### config.mk
export PLATFORM = sky130hd
export DESIGN_NAME = arbitrated_router
export DESIGN_NICKNAME = d
export VERILOG_FILES = /design/src/rtl/arbitrated_router_pkg.sv /design/src/rtl/arbitrated_router_arb.sv /design/src/rtl/arbitrated_router_fifo.sv /design/src/rtl/arbitrated_router.sv
export SDC_FILE = /design/constraint.sdc
export NUM_CORES = 1
export LEC_CHECK = 0
export BUFFER_PORTS_ARGS = -buffer_cell sky130_fd_sc_hd__buf_2
export CAP_MARGIN = 20
export CORE_MARGIN = 8
export CORE_UTILIZATION = 64
export DETAILED_ROUTE_END_ITERATION = 6
export PLACE_DENSITY_LB_ADDON = 0.3
export SYNTH_ARGS = -nofsm -noshare
export SYNTH_HDL_FRONTEND = slang
export SYNTH_SLANG_ARGS = --single-unit
### constraint.sdc
create_clock -name i_clk -period 9.1 [get_ports i_clk]
set_input_delay 0.91 -clock i_clk [delete_from_list [all_inputs] [get_ports i_clk]]
set_output_delay 0.91 -clock i_clk [all_outputs]
set_load 0.05 [all_outputs]
### src/rtl/arbitrated_router_pkg.sv
// Shared NoC definitions for the arbitrated router: packet width, port count
// and the port-index encoding used on both ingress and egress.
package pa_noc;

    localparam int PACKET_WIDTH = 16;
    localparam int N_PORTS      = 5;

    typedef enum logic [2:0] {
        LOCAL = 3'd0,
        NORTH = 3'd1,
        SOUTH = 3'd2,
        EAST  = 3'd3,
        WEST  = 3'd4
    } portIndex_t;

endpackage

### src/rtl/arbitrated_router_arb.sv
// rrArbiter: round-robin arbiter with one-hot grant; the priority pointer
// moves past the winner only when the grant is actually consumed.
module rrArbiter
    import pa_noc::*;
#(
    parameter int N = N_PORTS
) (
    input  logic         i_clk,
    input  logic         i_arst_n,
    input  logic [N-1:0] i_request,
    input  logic         i_enable,
    output logic [N-1:0] o_grant
);

    localparam int PW = (N > 1) ? $clog2(N) : 1;

    logic [PW-1:0] pointer;
    logic [PW-1:0] nextPointer;
    logic          anyGrant;

    // NOTE: every output of this block gets a default first, so no path can infer a latch.
    always_comb begin
        o_grant     = '0;
        anyGrant    = 1'b0;
        nextPointer = pointer;
        for (int i = 0; i < N; i++) begin
            if (!anyGrant && i_request[i] && i >= int'(pointer)) begin
                anyGrant    = 1'b1;
                o_grant[i]  = 1'b1;
                nextPointer = PW'((i + 1) % N);
            end
        end
        // Wrap-around pass covers requesters below the pointer.
        for (int i = 0; i < N; i++) begin
            if (!anyGrant && i_request[i] && i < int'(pointer)) begin
                anyGrant    = 1'b1;
                o_grant[i]  = 1'b1;
                nextPointer = PW'((i + 1) % N);
            end
        end
    end

    always_ff @(posedge i_clk or negedge i_arst_n) begin
        if (!i_arst_n) begin
            pointer <= '0;
        end else if (i_enable && anyGrant) begin
            pointer <= nextPointer;
        end
    end

endmodule

### src/rtl/arbitrated_router_fifo.sv
// synchronousFifo: single-clock FIFO with first-word-fall-through read data.
// Writes are refused when full, even if a read happens in the same cycle.
module synchronousFifo
    import pa_noc::*;
#(
    parameter int DATA_WIDTH    = PACKET_WIDTH,
    parameter int ADDRESS_WIDTH = 2
) (
    input  logic                  i_clk,
    input  logic                  i_arst_n,
    input  logic                  i_write,
    input  logic [DATA_WIDTH-1:0] i_writeData,
    input  logic                  i_read,
    output logic [DATA_WIDTH-1:0] o_readData,
    output logic                  o_full,
    output logic                  o_empty
);

    localparam int DEPTH = 1 << ADDRESS_WIDTH;

    logic [DATA_WIDTH-1:0]  mem [DEPTH];
    logic [ADDRESS_WIDTH:0] wrPtr;
    logic [ADDRESS_WIDTH:0] rdPtr;
    logic                   doWrite;
    logic                   doRead;

    // Extra pointer bit distinguishes full from empty when the addresses match.
    assign o_full     = (wrPtr[ADDRESS_WIDTH] != rdPtr[ADDRESS_WIDTH]) &&
                        (wrPtr[ADDRESS_WIDTH-1:0] == rdPtr[ADDRESS_WIDTH-1:0]);
    assign o_empty    = (wrPtr == rdPtr);
    assign o_readData = mem[rdPtr[ADDRESS_WIDTH-1:0]];
    assign doWrite    = i_write && !o_full;
    assign doRead     = i_read && !o_empty;

    // NOTE: sequential state uses non-blocking assignments so every flop samples pre-edge values.
    always_ff @(posedge i_clk or negedge i_arst_n) begin
        if (!i_arst_n) begin
            wrPtr <= '0;
            rdPtr <= '0;
        end else begin
            if (doWrite) wrPtr <= wrPtr + 1'b1;
            if (doRead)  rdPtr <= rdPtr + 1'b1;
        end
    end

    // NOTE: storage is not reset; the pointers alone decide which entries are valid.
    always_ff @(posedge i_clk) begin
        if (doWrite) mem[wrPtr[ADDRESS_WIDTH-1:0]] <= i_writeData;
    end

endmodule

### src/rtl/arbitrated_router.sv
// 5-port XY-routed mesh router with per-input FIFOs and round-robin egress.
// Define ARBITRATED_ROUTER_PERF_COUNTERS_EN to add saturating per-egress handshake counters.
module arbitrated_router
    import pa_noc::*;
#(
    parameter int GRID_WIDTH         = 4,
    parameter int GRID_HEIGHT        = 4,
    parameter int FIFO_ADDRESS_WIDTH = 2,
    parameter int ROUTER_ROW         = 0,
    parameter int ROUTER_COL         = 0
) (
    input  logic                                  i_clk,
    input  logic                                  i_arst_n,
    input  logic [N_PORTS-1:0][PACKET_WIDTH-1:0]  i_data,
    input  logic [N_PORTS-1:0]                    i_valid,
    output logic [N_PORTS-1:0]                    o_ready,
    output logic [N_PORTS-1:0][PACKET_WIDTH-1:0]  o_data,
    output logic [N_PORTS-1:0]                    o_valid,
    input  logic [N_PORTS-1:0]                    i_ready,
    output logic                                  o_routeError
`ifdef ARBITRATED_ROUTER_PERF_COUNTERS_EN
    ,
    output logic [N_PORTS-1:0][15:0]              o_egressCount
`endif
);

    localparam int COL_W = (GRID_WIDTH  > 1) ? $clog2(GRID_WIDTH)  : 1;
    localparam int ROW_W = (GRID_HEIGHT > 1) ? $clog2(GRID_HEIGHT) : 1;

    logic [N_PORTS-1:0][PACKET_WIDTH-1:0] headData;
    logic [N_PORTS-1:0][PACKET_WIDTH-1:0] nextData;
    logic [N_PORTS-1:0]                   fifoFull;
    logic [N_PORTS-1:0]                   fifoEmpty;
    logic [N_PORTS-1:0]                   pop;
    logic [N_PORTS-1:0]                   dropHead;
    logic [N_PORTS-1:0]                   canLoad;
    logic [N_PORTS-1:0][N_PORTS-1:0]      request;  // [egress][ingress]
    logic [N_PORTS-1:0][N_PORTS-1:0]      grant;    // [egress][ingress]

    function automatic portIndex_t xyRoute(input int destRow, input int destCol);
        if (destCol > ROUTER_COL)      return EAST;
        else if (destCol < ROUTER_COL) return WEST;
        else if (destRow > ROUTER_ROW) return SOUTH;
        else if (destRow < ROUTER_ROW) return NORTH;
        else                           return LOCAL;
    endfunction

    assign o_ready = ~fifoFull;

    for (genvar p = 0; p < N_PORTS; p++) begin : gen_ingress
        synchronousFifo #(
            .DATA_WIDTH   (PACKET_WIDTH),
            .ADDRESS_WIDTH(FIFO_ADDRESS_WIDTH)
        ) u_fifo (
            .i_clk      (i_clk),
            .i_arst_n   (i_arst_n),
            .i_write    (i_valid[p]),
            .i_writeData(i_data[p]),
            .i_read     (pop[p]),
            .o_readData (headData[p]),
            .o_full     (fifoFull[p]),
            .o_empty    (fifoEmpty[p])
        );
    end

    // Out-of-grid heads are dropped here instead of competing for an egress.
    always_comb begin
        request  = '0;
        dropHead = '0;
        for (int p = 0; p < N_PORTS; p++) begin
            if (!fifoEmpty[p]) begin
                if (int'(headData[p][COL_W+ROW_W-1:COL_W]) >= GRID_HEIGHT ||
                    int'(headData[p][COL_W-1:0]) >= GRID_WIDTH) begin
                    dropHead[p] = 1'b1;
                end else begin
                    request[xyRoute(int'(headData[p][COL_W+ROW_W-1:COL_W]),
                                    int'(headData[p][COL_W-1:0]))][p] = 1'b1;
                end
            end
        end
    end

    for (genvar q = 0; q < N_PORTS; q++) begin : gen_egress
        assign canLoad[q] = !o_valid[q] || i_ready[q];

        rrArbiter #(.N(N_PORTS)) u_arb (
            .i_clk    (i_clk),
            .i_arst_n (i_arst_n),
            .i_request(request[q]),
            .i_enable (canLoad[q]),
            .o_grant  (grant[q])
        );
    end

    always_comb begin
        pop      = dropHead;
        nextData = '0;
        for (int q = 0; q < N_PORTS; q++) begin
            if (canLoad[q]) pop = pop | grant[q];
            for (int p = 0; p < N_PORTS; p++) begin
                if (grant[q][p]) nextData[q] = nextData[q] | headData[p];
            end
        end
    end

    // Data only changes on a real load, so it holds its last value when idle.
    always_ff @(posedge i_clk or negedge i_arst_n) begin
        if (!i_arst_n) begin
            o_valid <= '0;
            o_data  <= '0;
        end else begin
            for (int q = 0; q < N_PORTS; q++) begin
                if (canLoad[q]) begin
                    o_valid[q] <= |grant[q];
                    if (|grant[q]) o_data[q] <= nextData[q];
                end
            end
        end
    end

    always_ff @(posedge i_clk or negedge i_arst_n) begin
        if (!i_arst_n)       o_routeError <= 1'b0;
        else if (|dropHead)  o_routeError <= 1'b1;
    end

`ifdef ARBITRATED_ROUTER_PERF_COUNTERS_EN
    always_ff @(posedge i_clk or negedge i_arst_n) begin
        if (!i_arst_n) begin
            o_egressCount <= '0;
        end else begin
            for (int q = 0; q < N_PORTS; q++) begin
                if (o_valid[q] && i_ready[q] && o_egressCount[q] != 16'hFFFF)
                    o_egressCount[q] <= o_egressCount[q] + 16'd1;
            end
        end
    end
`endif

endmodule

* After elaboration in Yosys (flattened, before gate mapping)
Memory sizes are Yosys's and may differ from the RTL's.
Index checks and enable logic that the tools add are counted.
** Operators by class
- Reductions and logical operators :: 205
- Mux-type cells :: 215
- Equality and inequality tests :: 15
- Bitwise operators :: 29
- Add/subtract/negate cells :: 10
- Order comparisons :: 70
** Operator list (count)
- 16-bit two-way mux :: 25
- 16-bit bitwise OR :: 20
- 3-bit two-way mux :: 57
- 25-bit two-way mux :: 5
- 1-bit logical AND :: 120
- 1-bit two-way mux :: 106
- 25-bit bitwise OR :: 4
- 5-bit demux with 3-bit select :: 5
- 1-bit logical NOT :: 60
- 10-bit nonzero test :: 5
- 3-bit by 1-bit adder with 3-bit output (second input constant) :: 10
- 1-bit by 3-bit greater-or-equal comparator with 1-bit output (first input constant) :: 10
- 2-bit by 3-bit greater-or-equal comparator with 1-bit output (first input constant) :: 10
- 1-bit by 3-bit < comparator with 1-bit output (first input constant) :: 10
- 2-bit by 3-bit < comparator with 1-bit output (first input constant) :: 10
- 5-bit two-way mux :: 6
- 5-bit OR reduction :: 5
- 2-bit by 1-bit > comparator with 1-bit output (second input constant) :: 10
- 3-bit by 4-bit < comparator with 1-bit output (second input constant) :: 5
- 2-bit two-way mux :: 10
- 5-bit bitwise OR :: 4
- 2-bit AND reduction :: 10
- 3-bit == test :: 5
- 3-bit by 1-bit greater-or-equal comparator with 1-bit output (second input constant) :: 5
- 7 further kinds :: 27
** Word-level totals
- Register bits after elaboration :: 130
- Memories kept :: 5
- RAM bits :: 320
** Memory list
- gen_ingress[0].u_fifo.mem :: depth 4, bits a word 16, read ports 1, clocked after memory_dff 0, write ports 1, line arbitrated_router_fifo.sv:21 : logic [DATA_WIDTH-1:0] mem [DEPTH];
- gen_ingress[1].u_fifo.mem :: depth 4, bits a word 16, read ports 1, clocked after memory_dff 0, write ports 1, line arbitrated_router_fifo.sv:21
- gen_ingress[2].u_fifo.mem :: depth 4, bits a word 16, read ports 1, clocked after memory_dff 0, write ports 1, line arbitrated_router_fifo.sv:21
- gen_ingress[3].u_fifo.mem :: depth 4, bits a word 16, read ports 1, clocked after memory_dff 0, write ports 1, line arbitrated_router_fifo.sv:21
- gen_ingress[4].u_fifo.mem :: depth 4, bits a word 16, read ports 1, clocked after memory_dff 0, write ports 1, line arbitrated_router_fifo.sv:21

* Depth between registers and ports, before layout
An unclocked memory read counts as a cell.
- Depth after elaboration :: 66
- Gate-level depth with buffers :: 12
- Depth with buffers taken out :: 8

* Cells and area by module
Synthesis repeated with hierarchy kept, for this count alone.
** Unflattened totals
- Cell total of the unflattened synthesis :: 1441
- Area, all modules :: 21699.6 um^2
** Modules (own cells, without submodules)
- synchronousFifo at gen_ingress[0].u_fifo ... :: area each 2829.0 um^2, times used 4, cells an instance 132
- arbitrated_router :: area each 5758.0 um^2, times used 1, cells an instance 543
- synchronousFifo at gen_ingress[2].u_fifo :: area each 2830.2 um^2, times used 1, cells an instance 135
- rrArbiter :: area each 359.1 um^2, times used 5, cells an instance 47

* Least setup slack after synthesis
OpenSTA, ideal clock, no wires.
- Path kind :: reg-to-reg
- Start point :: reg gen_ingress[0].u_fifo.rdPtr[1]
- End point :: reg o_data[45] in the netlist's numbering
- Path slack :: 6.043 ns
- Data required time :: 8.966 ns
- Arrival time :: 2.924 ns
- Path buffers :: 3
- Setup time :: 0.134 ns
- Cell stages (with the launch flop) :: 12
- Clock period less this slack :: 3.057 ns
- Cell sequence :: dfrtp_1 -> clkbuf_1 -> mux4_2 -> a311o_1 -> nand2b_1 -> buf_2 -> and3b_1 -> a21o_1 -> buf_6 -> a221o_1 -> a221oi_1 -> a31oi_1
** On the way
- Cells in the longest elaborated chain, start to end :: 58
- Elaborated cells on any way between the ends :: 78
- Those cells by class :: order compare (4); eq/ne (1); mux (33); bitwise (8); reduce/logical (31); memory (1)
** RTL lines
- start: declaration :: line arbitrated_router_fifo.sv:23 : logic [ADDRESS_WIDTH:0] rdPtr;
- start signal: assignment :: line arbitrated_router_fifo.sv:42 : if (doRead) rdPtr <= rdPtr + 1'b1;
- memory read 4 x 16 bit
- 2-bit by 1-bit > comparator with 1-bit output :: line arbitrated_router.sv:43 : else if (destRow > ROUTER_ROW) return SOUTH;
- 2-bit two-way mux :: line arbitrated_router.sv:43
- 3-bit two-way mux :: line arbitrated_router.sv:41 : if (destCol > ROUTER_COL) return EAST;
- 3-bit two-way mux :: line arbitrated_router.sv:71 : if (!fifoEmpty[p]) begin
- 3-bit by 4-bit < comparator with 1-bit output (implied by the code) / 3-bit by 1-bit greater-or-equal comparator with 1-bit output (equally long branches) :: line arbitrated_router.sv:76 : request[xyRoute(int'(headData[p][COL_W+ROW_W-1:COL_W]),
- 1-bit logical AND (implied by the code) :: line arbitrated_router.sv:76
- 1-bit two-way mux (implied by the code) :: line arbitrated_router.sv:76
- (+40 left out)
- 1-bit logical NOT :: line arbitrated_router_arb.sv:35 : if (!anyGrant && i_request[i] && i < int'(pointer)) begin
- 1-bit logical AND (2 in series) :: line arbitrated_router_arb.sv:35
- 1-bit two-way mux :: line arbitrated_router_arb.sv:35
- 1-bit logical NOT :: line arbitrated_router_arb.sv:35
- 1-bit logical AND (2 in series) :: line arbitrated_router_arb.sv:35
- 1-bit two-way mux :: line arbitrated_router_arb.sv:35
- 5-bit OR reduction :: line arbitrated_router.sv:115 : if (|grant[q]) o_data[q] <= nextData[q];
- 2-bit AND reduction (no source line)
- end signal: indexed assignment :: line arbitrated_router.sv:115
- end: declaration :: line arbitrated_router.sv:17 : output logic [N_PORTS-1:0][PACKET_WIDTH-1:0] o_data,
Several ways; a longest one is shown, not always the timed one. The select of a mux whose other input is x is not followed.
A chain may end at the register's enable or synchronous reset.

* Worst setup path in the final report
- Start point :: reg gen_ingress[2].u_fifo.rdPtr[0]
- End point :: reg o_data[54] in the netlist's numbering
** On the way
- Cells in the longest elaborated chain, start to end :: 52
- Elaborated cells on any way between the ends :: 75
- Those cells by class :: order compare (4); eq/ne (1); mux (31); bitwise (7); reduce/logical (31); memory (1)
** RTL lines (line)
- start: declaration :: arbitrated_router_fifo.sv:23
- start signal: assignment :: arbitrated_router_fifo.sv:42
- parallel branches: the longest is 52 deep, another holds memory read 4 x 16 bit
Several ways; the timed one is not identified. The select of a mux whose other input is x is not followed.

==> reports/qor.txt <==
most frequent cells in the layout - 320 x edfxtp_1, 162 x buf_2, 107 x dfrtp_1
Req. time, crit path - 9.52 ns
ANT nets after route - 0
DRC errors left - 0
nets@finish - 1409
P&R area growth vs syn - 13.0%
Final Hold Vio Count - 0
via/cell ratio - 6.53
CP Data Arrival Time - 5.02 ns
CTS H-tree lvls - 2
Critical Path Source Type - flip-flop
Avg Cell Area, Syn - 16.1 µm²
CP startpoint - gen_ingress[2].u_fifo.rdPtr[0]
wire per inst - 26.2 µm
clock root buffer - clkbuf_16
r2r setup slk - 4.50 ns
skew final - 0.0270 ns
CTS sink cnt - 427
hold path start - o_data[30]
Core Footprint - 28400 µm²
drt pass-1 iters - 6
first-pass GRT wire length - 67.6 mm
row count - 62
Worst Setup End Kind - flip-flop
Hold Path Class - flip-flop to flip-flop
DR vias - 11.2k
Cell Area, Synth - 18300 µm²
cells on worst reg2reg path - 9
Seq/Total Area, Yosys - 0.672
total I/O pin count - 183
CTS tree - built
clock insertion delay at the later pin of the skew report - 0.55 ns
Initial Util - 0.644
hold buffers post-CTS - 0
EDFF count, synth - 320
share of layout cells above drive strength 1 - 0.270
IO buf count - 163
die area - 34200 µm²
Gate Count Post-Synth - 1137
Final min period - 4.60 ns
antenna violations before repair - 1
Final period util - 0.506
Primary FF master, synth - edfxtp_1
status - finished, final reports clean
largest net degree at the start of global routing - 61
fillcell total - 1795
Slew Viols, Final - 0
max cap viols - 0
hold path cells - 0
Worst path max stage delay - 0.83 ns
CP Class - flip-flop to flip-flop
FMAX - 0.217 GHz
Reg2Reg Launch Point - gen_ingress[2].u_fifo.rdPtr[0]
CTS buffer count - 42
number of global-route vias before repair - 11.2k
Hold Path End - o_data[30]
crit-path cells - buf_4, mux4_2, o32ai_2, a21oi_1, a2111oi_1, o21a_1, nor3_2, a21o_1, mux2_1
maximum clock insertion buffer count - 3
RSZ-0062 raised after global routing - false
flop and latch count out of synthesis - 427
Worst R2R End - o_data[54]
Crit Path Max Fanout - 19
Die Ht - 185 µm
Synth async-reset ratio - 0.251
Die Width - 185 µm
setup_tns - 0 ns
placed wire-length estimate - 30.7 mm
Tot GR Track Use - 0.264
Synth Warn # - 0
crit path max-delay cell type - o21a_1
GP Congestion - 0.917
post-synth cell types - 72
# Post-CTS Setup Buffers - 0
final setup vio count - 0
CTS resizes - 0
drt first-iter violations - 1196
Clock transition at path regs - 0.06 ns
Congestion Overflow GR - 0
Post-Route WL - 44.9 mm
Max-slew headroom - 0.253
slew of the pin with the lowest slew margin - 1.12 ns
most common cell after layout, fill and taps aside - edfxtp_1
## per-stage QoR
step	setup WS [ns]	utilization	instance area [µm²]	cells	hold WS (ns)
5_1_grt	4.26	0.728	20700	1711	0.382
6_report	4.50	0.728	20700	1711	0.369
3_3_place_gp	4.59	0.680	19300	1631	0.360
3_5_place_dp	4.50	0.680	19300	1631	0.360
2_1_floorplan	6.04	-	18300	1154	0.460
4_1_cts	4.49	0.727	20600	1709	0.374
## sequential cells by signal, indices dropped and copies added (netlist names)
register / count
gen_ingress.u_fifo.mem: 320
gen_ingress.u_fifo.rdPtr: 15
gen_ingress.u_fifo.wrPtr: 15
gen_egress.u_arb.pointer: 9
o_valid: 4
o_data: 64
## critical path, delay by kind of cell (launching register included)
family	cells	cell delay (ns)
AOI/OAI and AO/OA	5	2.18
muxes	2	1.06
buffers and inverters	1	0.36
and+or+nand+nor	1	0.15
DFF	1	0.73
## cells in the mapped netlist, types with 6 or more instances
cell	number	area, µm²
a21oi_1	11	55.1
a221o_1	12	120
a221oi_1	26	228
a22oi_1	58	435
a31oi_1	27	169
and2_1	13	81.3
and3_1	22	138
buf_4	21	158
buf_6	6	67.6
clkbuf_1	51	191
dfrtp_1	107	2680
edfxtp_1	320	9610
ha_1	25	313
inv_1	16	60.1
mux2_2	15	169
mux4_2	80	1800
nand2_1	63	236
nand2b_1	8	50.1
nand3_1	25	125
nor2_1	53	199
nor3_1	8	40.0
o21ai_0	21	105
or2_2	7	43.8
xnor2_1	24	210
xor2_1	23	201
## layout make-up
| class | instances | area [µm²] | share of cell area |
|---|---|---|---|
| flip-flops and latches | 427 | 12300 | 0.595 |
| multi-input cells | 627 | 5560 | 0.269 |
| clock buffers | 60 | 1170 | 0.0566 |
| repair buffers | 178 | 931 | 0.0451 |
| well taps | 384 | 480 | 0.0233 |
| clock inverters | 18 | 165 | 0.00799 |
| inverters | 16 | 60.1 | 0.00291 |
| diodes | 1 | 2.50 | 0.000121 |
## cell families (layout without fill, tap and decap cells)
logic type      Yosys count  count (layout)  synth area share
simple gates            228             228            0.0616
flops                   427             427             0.672
fa+ha+maj                25              25            0.0171
other cells               1              19          0.000205
compound gates          208             208            0.0872
buf+inv                 100             272            0.0276
xor+xnor                 47              47            0.0225
mux                     101             101             0.112
## per-layer routing
| metal | track usage | up-vias | share of wire |
|---|---|---|---|
| met5 | 0 | - | 0 |
| met4 | 0.106 | 0 | 0.044 |
| met3 | 0.0596 | 131 | 0.097 |
| met2 | 0.414 | 651 | 0.48 |
| li1 | - | 4792 | - |
| met1 | 0.357 | 5594 | 0.38 |
## worst max path at each step
stage | cells past startpoint | end | slack [ns]
after floorplan | 11 | o_data[45] | 6.04
after global placement | 9 | o_data[55] | 4.59
after detailed placement | 9 | o_data[54] | 4.50
after CTS | 9 | o_data[58] | 4.49
after global routing | 9 | o_data[54] | 4.26
final | 9 | o_data[54] | 4.50
Power is left out: the tool's default activity adds up to more than one toggle a clock period on the data nets, which glitch-free logic cannot reach.
